`config.mk`:
```
export PLATFORM = sky130hd
export DESIGN_NAME = ct_ciu_snb_age_mtx
export DESIGN_NICKNAME = d
export VERILOG_FILES = /design/src/rtl/ct_ciu_snb_age_mtx_pkg.sv /design/src/rtl/ct_ciu_snb_age_entry.sv /design/src/rtl/ct_ciu_snb_age_mtx.sv
export SDC_FILE = /design/constraint.sdc
export NUM_CORES = 1
export LEC_CHECK = 0
export CAP_MARGIN = 0
export CORE_AREA = 2 2 254 256
export CTS_CLUSTER_DIAMETER = 200
export DETAILED_ROUTE_END_ITERATION = 12
export DIE_AREA = 0 0 256 258
export GPL_TIMING_DRIVEN = 0
export SETUP_SLACK_MARGIN = 0.15
export SLEW_MARGIN = 20
export SYNTH_ARGS = -nofsm -noshare
export SYNTH_HDL_FRONTEND = slang
export SYNTH_SLANG_ARGS = --single-unit
```
`constraint.sdc`:
```
create_clock -name forever_ciuclk -period 2.51 [get_ports forever_ciuclk]
set_input_delay 0.3765 -clock forever_ciuclk [delete_from_list [all_inputs] [get_ports forever_ciuclk]]
set_output_delay 0.3765 -clock forever_ciuclk [all_outputs]
set_load 0.01 [all_outputs]
```
`src/rtl/ct_ciu_snb_age_mtx_pkg.sv`:
```
// Shared SAB configuration for the snoop-buffer age matrix.
// Supplies the SAB depth and the fixed count of age-vector output ports.
`ifndef SAB_DEPTH
`define SAB_DEPTH 24
`endif

package ct_ciu_snb_age_mtx_pkg;
  localparam int SAB_DEPTH = `SAB_DEPTH;
  localparam int AGE_PORTS = 24;
endpackage

```
`src/rtl/ct_ciu_snb_age_entry.sv`:
```
// One row of the age matrix: entry valid bit plus its "older than me" vector.
// A fresh row sees every surviving entry as older; columns drop as entries leave.
module ct_ciu_snb_age_entry #(
  parameter int DEPTH = 24,
  parameter int IDX   = 0
) (
  input  logic             forever_ciuclk,
  input  logic             cpurst_b,
  input  logic             alloc,
  input  logic             dealloc,
  input  logic [DEPTH-1:0] alloc_vec,
  input  logic [DEPTH-1:0] dealloc_vec,
  input  logic [DEPTH-1:0] entry_vld,
  output logic             vld,
  output logic [DEPTH-1:0] age_row
);

  localparam logic [DEPTH-1:0] SELF = DEPTH'(1) << IDX;

  logic             rel;
  logic [DEPTH-1:0] col_clr;

  assign rel     = dealloc & vld;
  assign col_clr = alloc_vec | (dealloc_vec & entry_vld);

  always_ff @(posedge forever_ciuclk or negedge cpurst_b) begin
    if (!cpurst_b) begin
      vld     <= 1'b0;
      age_row <= '0;
    end else if (alloc) begin
      vld     <= 1'b1;
      age_row <= entry_vld & ~dealloc_vec & ~SELF;
    end else if (rel) begin
      vld     <= 1'b0;
      age_row <= '0;
    end else begin
      age_row <= age_row & ~col_clr & ~SELF;
    end
  end

endmodule

```
`src/rtl/ct_ciu_snb_age_mtx.sv`:
```
// Snoop-buffer age matrix: free-slot allocation and per-entry relative age.
// Row N bit j set means entry j is valid and older than entry N.
module ct_ciu_snb_age_mtx
  import ct_ciu_snb_age_mtx_pkg::*;
#(
  parameter int DEPTH = `SAB_DEPTH
) (
  input  logic             forever_ciuclk,
  input  logic             cpurst_b,
  input  logic             alloc_req,
  output logic             alloc_gnt,
  output logic [DEPTH-1:0] alloc_ptr,
  input  logic [DEPTH-1:0] dealloc_vld,
  output logic [DEPTH-1:0] entry_vld,
  output logic             full,
  output logic             empty,
  output logic [DEPTH-1:0] entry0_age_vect,
  output logic [DEPTH-1:0] entry1_age_vect,
  output logic [DEPTH-1:0] entry2_age_vect,
  output logic [DEPTH-1:0] entry3_age_vect,
  output logic [DEPTH-1:0] entry4_age_vect,
  output logic [DEPTH-1:0] entry5_age_vect,
  output logic [DEPTH-1:0] entry6_age_vect,
  output logic [DEPTH-1:0] entry7_age_vect,
  output logic [DEPTH-1:0] entry8_age_vect,
  output logic [DEPTH-1:0] entry9_age_vect,
  output logic [DEPTH-1:0] entry10_age_vect,
  output logic [DEPTH-1:0] entry11_age_vect,
  output logic [DEPTH-1:0] entry12_age_vect,
  output logic [DEPTH-1:0] entry13_age_vect,
  output logic [DEPTH-1:0] entry14_age_vect,
  output logic [DEPTH-1:0] entry15_age_vect,
  output logic [DEPTH-1:0] entry16_age_vect,
  output logic [DEPTH-1:0] entry17_age_vect,
  output logic [DEPTH-1:0] entry18_age_vect,
  output logic [DEPTH-1:0] entry19_age_vect,
  output logic [DEPTH-1:0] entry20_age_vect,
  output logic [DEPTH-1:0] entry21_age_vect,
  output logic [DEPTH-1:0] entry22_age_vect,
  output logic [DEPTH-1:0] entry23_age_vect
);

  logic [DEPTH-1:0] alloc_vec;
  logic [DEPTH-1:0] age [AGE_PORTS];

  // Lowest zero bit; naturally zero when every entry is valid.
  assign alloc_ptr = ~entry_vld & (entry_vld + DEPTH'(1));
  assign full      = &entry_vld;
  assign empty     = ~|entry_vld;
  assign alloc_gnt = alloc_req & ~full;
  assign alloc_vec = alloc_ptr & {DEPTH{alloc_gnt}};

  for (genvar i = 0; i < AGE_PORTS; i++) begin : g_row
    if (i < DEPTH) begin : g_ent
      ct_ciu_snb_age_entry #(
        .DEPTH (DEPTH),
        .IDX   (i)
      ) u_entry (
        .forever_ciuclk (forever_ciuclk),
        .cpurst_b       (cpurst_b),
        .alloc          (alloc_vec[i]),
        .dealloc        (dealloc_vld[i]),
        .alloc_vec      (alloc_vec),
        .dealloc_vec    (dealloc_vld),
        .entry_vld      (entry_vld),
        .vld            (entry_vld[i]),
        .age_row        (age[i])
      );
    end else begin : g_nil
      assign age[i] = '0;
    end
  end

  assign entry0_age_vect  = age[0];
  assign entry1_age_vect  = age[1];
  assign entry2_age_vect  = age[2];
  assign entry3_age_vect  = age[3];
  assign entry4_age_vect  = age[4];
  assign entry5_age_vect  = age[5];
  assign entry6_age_vect  = age[6];
  assign entry7_age_vect  = age[7];
  assign entry8_age_vect  = age[8];
  assign entry9_age_vect  = age[9];
  assign entry10_age_vect = age[10];
  assign entry11_age_vect = age[11];
  assign entry12_age_vect = age[12];
  assign entry13_age_vect = age[13];
  assign entry14_age_vect = age[14];
  assign entry15_age_vect = age[15];
  assign entry16_age_vect = age[16];
  assign entry17_age_vect = age[17];
  assign entry18_age_vect = age[18];
  assign entry19_age_vect = age[19];
  assign entry20_age_vect = age[20];
  assign entry21_age_vect = age[21];
  assign entry22_age_vect = age[22];
  assign entry23_age_vect = age[23];

endmodule

```
==> reports/results.ini <==
[status]
status = complete, but fails checks
violations = setup timing

[synth]
synth_most_common_cell = dfrtp_1
synthMuxAreaShare_pct = 0.0612
synth_area_um2 = 22500
synth_fa_ha_area_share_pct = 0
synth_edf_count = 0
synth_area_per_cell_um2 = 10.6
synth_top_family_by_area = simple AND/OR/NAND/NOR gates
synth_cell_type_count = 44
ys.warnings.count = 0
synthTopCellsByArea = dfrtp_1 64%, nand3_1 12%, o21ai_0 9.1%
ys.flop_type = dfrtp_1
synthArstFlopShare_pct = 100
synth_top_area_share_pct = 64.1
syn_inst = 2123
synth-xor-area-share_pct = 0
yosysSeqAreaShare_pct = 64.1
yosys.area.top_type = dfrtp_1
ys_ff_latch = 576
ys_top_cells_by_count = 576 x dfrtp_1, 540 x nand3_1, 408 x o21ai_0, 149 x clkbuf_1, 110 x o21ai_1
synthSimpleGateAreaFrac_pct = 15.9
synth_compound_area_share_pct = 14.0

[critical_path]
start_kind = flip-flop
worstPathArrival_ns = 2.55
crit_family = simple AND/OR/NAND/NOR gates
required_ns = 2.13
crit_slowest_cell = or3_4
critical_path_class = reg -> out
cp_max_fo = 10
cp-end-kind = output port
r2r-start = g_row[1].g_ent.u_entry.vld
r2r_setup_slack_ns = -0.16
crit_path_cell_trace = buf_6 -> nand4_4 -> or3_4 -> or3_4 -> nor2_4 -> buf_6
reg2reg_depth = 9
r2r-end = g_row[4].g_ent.u_entry.age_row[14]
cp_num_buf_inv = 2
slowest_delay_ns = 0.48

[placed_design]
place_congestion = 0.908
hpwl_um = 85500
dp_slack_ns = -0.894
portBuffers = 629
dp_cells = 3638
placed_cell_area_um2 = 30200

[cts]
root_buffer = clkbuf_16
h-tree-depth = 2
cts_inserted_buffers = 60
cts_tree = built
clk_pin_slew_ns = 0.07
worstSkewPairLatency_ns = 0.65
clockBufferDepth = 3
cts.sinks = 576

[sta]
worst_pin_slew_ns = 1.18
setup_viol = 120
rsz0062_at_grt = true
fmax_mhz = 342
period_minus_slack_ns = 2.92
whs_ns = 0.153
post-route-period-util_pct = 116
skew_ns = 0.0262
slew_headroom_pct = 21.4
fin_tns_setup_ns = -13.06
hold_viol = 0
setup_slack_ns = -0.412
slew_viol_final = 0

[finish]
area_growth_pct = 59.8
fin_area_um2 = 35900
drive_gt1_share_pct = 23.6
stdcell_count = 3916
finish.utilization_pct = 56.5
fin_nets = 3029

[pwr]
switching_share_pct = 24.0
p_leak_nw = 15.3
power.density_nw_per_um2 = 546
share_comb_of_total_power_pct = 4.7
switchingPower_mw = 4.71
internal_power_mw = 14.9
pwr-share-clk_pct = 47.8
power_mw = 19.6
seqPwrFrac_pct = 47.5
peakVddDrop_uv = 545

[global_route]
grt.total_usage_pct = 34.5
grt_pass1_wl_um = 164000
antenna_found_initial = 11
grt_max_degree = 107
overflow = 0
first_global_vias = 21600

[detailed_routing]
post_drt_wl_per_cell_um = 31.5
ant_nets = 0
vias = 22900
firstDrtPassIters = 6
drt_iter0_drc = 2606
drcViolationCount = 0
viasPerCell = 5.85
postRouteWirelength_um = 123000

[floorplanning]
die_w_um = 256
rows = 93
dieArea_um2 = 66000
die_h_um = 258
coreArea_um2 = 63600
start_util_pct = 35.3
io_pins = 654

[job]
cap_viol_max_count = 0

[worst_hold_path]
hp-class = in -> async

[layer usage]
layer  track usage, %  share of wire (%)  up-vias
met5                0              0.022        -
met4             16.3                5.5        4
met3             9.44                 10      326
met2             56.3                 47     1530
met1             42.5                 37    11700
li1                 -                  -     9313
[cells in the final DEF (no fill, tap or decap), drive strengths merged, types with 7 or more instances in the layout]
cell type,synthesis,routed
a21boi,7,9
a22oi,10,10
a32o,17,17
buf,113,313
clkbuf,150,221
clkdlybuf4s50,0,605
clkinv,0,15
conb,1,24
dfrtp,576,576
diode,0,7
inv,6,9
nand2,44,44
nand2b,25,25
nand3,540,540
nand4,16,16
nor2,21,21
nor2b,7,7
nor3,15,15
nor4,12,12
o21ai,518,518
o31ai,18,18
[power groups by stage]
stage | combinational [mW] | sequential (mW) | clock, mW
after floorplan | 0.258 | 9.49 | 0
after global placement | 0.767 | 9.51 | 0
after detailed placement | 0.818 | 9.49 | 0
after CTS | 0.866 | 9.31 | 9.35
after global routing | 0.970 | 9.31 | 9.74
final | 0.926 | 9.31 | 9.37
[kinds of logic (layout without fill, tap and decap cells)]
kind of cell / Yosys count / after routing
AOI/OAI and AO/OA: 575 / 577
DFF: 576 / 576
buffers and inverters: 269 / 1175
other: 1 / 31
muxes: 1 / 1
and+or+nand+nor: 701 / 701
[how the worst max path moves through the flow]
stage | to | depth (start not counted) | slack [ns] | startpoint
floorplan | alloc_ptr[19] | 7 | 0.24 | g_row[0].g_ent.u_entry.vld
global placement | g_row[9].g_ent.u_entry.age_row[21] | 1 | -23.93 | cpurst_b
detailed placement | g_row[9].g_ent.u_entry.age_row[13] | 8 | -0.89 | alloc_req
CTS | alloc_ptr[21] | 8 | -0.37 | g_row[0].g_ent.u_entry.vld
global route | alloc_ptr[21] | 8 | -0.45 | g_row[1].g_ent.u_entry.vld
finish | alloc_ptr[21] | 6 | -0.41 | g_row[5].g_ent.u_entry.vld
[registers in the layout (all words and copies together) (netlist names)]
register and cells:
g_row.g_ent.u_entry.vld 24, g_row.g_ent.u_entry.age_row 552
[layout make-up]
type,count,area [um^2]
fill,5509,27700
timing repair buffer,792,8230
sequential,576,14400
multi-input combinational,1303,8110
inverter,6,22.5
clock inverter,23,250
antenna,7,17.5
clock buffer,91,1830
tap,855,1070
buffer,263,1990
[timing repair]
item | in CTS | in global routing
gates cloned | 1 | 24
hold buffers | 1 | 0
hold endpoints to repair | 96 | 0
resized for setup | 271 | 552
pin swaps | 18 | 80
buffers inserted | 63 | 68
endpoints found under the setup margin | 574 | 544
Note: power is estimated with default switching activity, not from simulation.
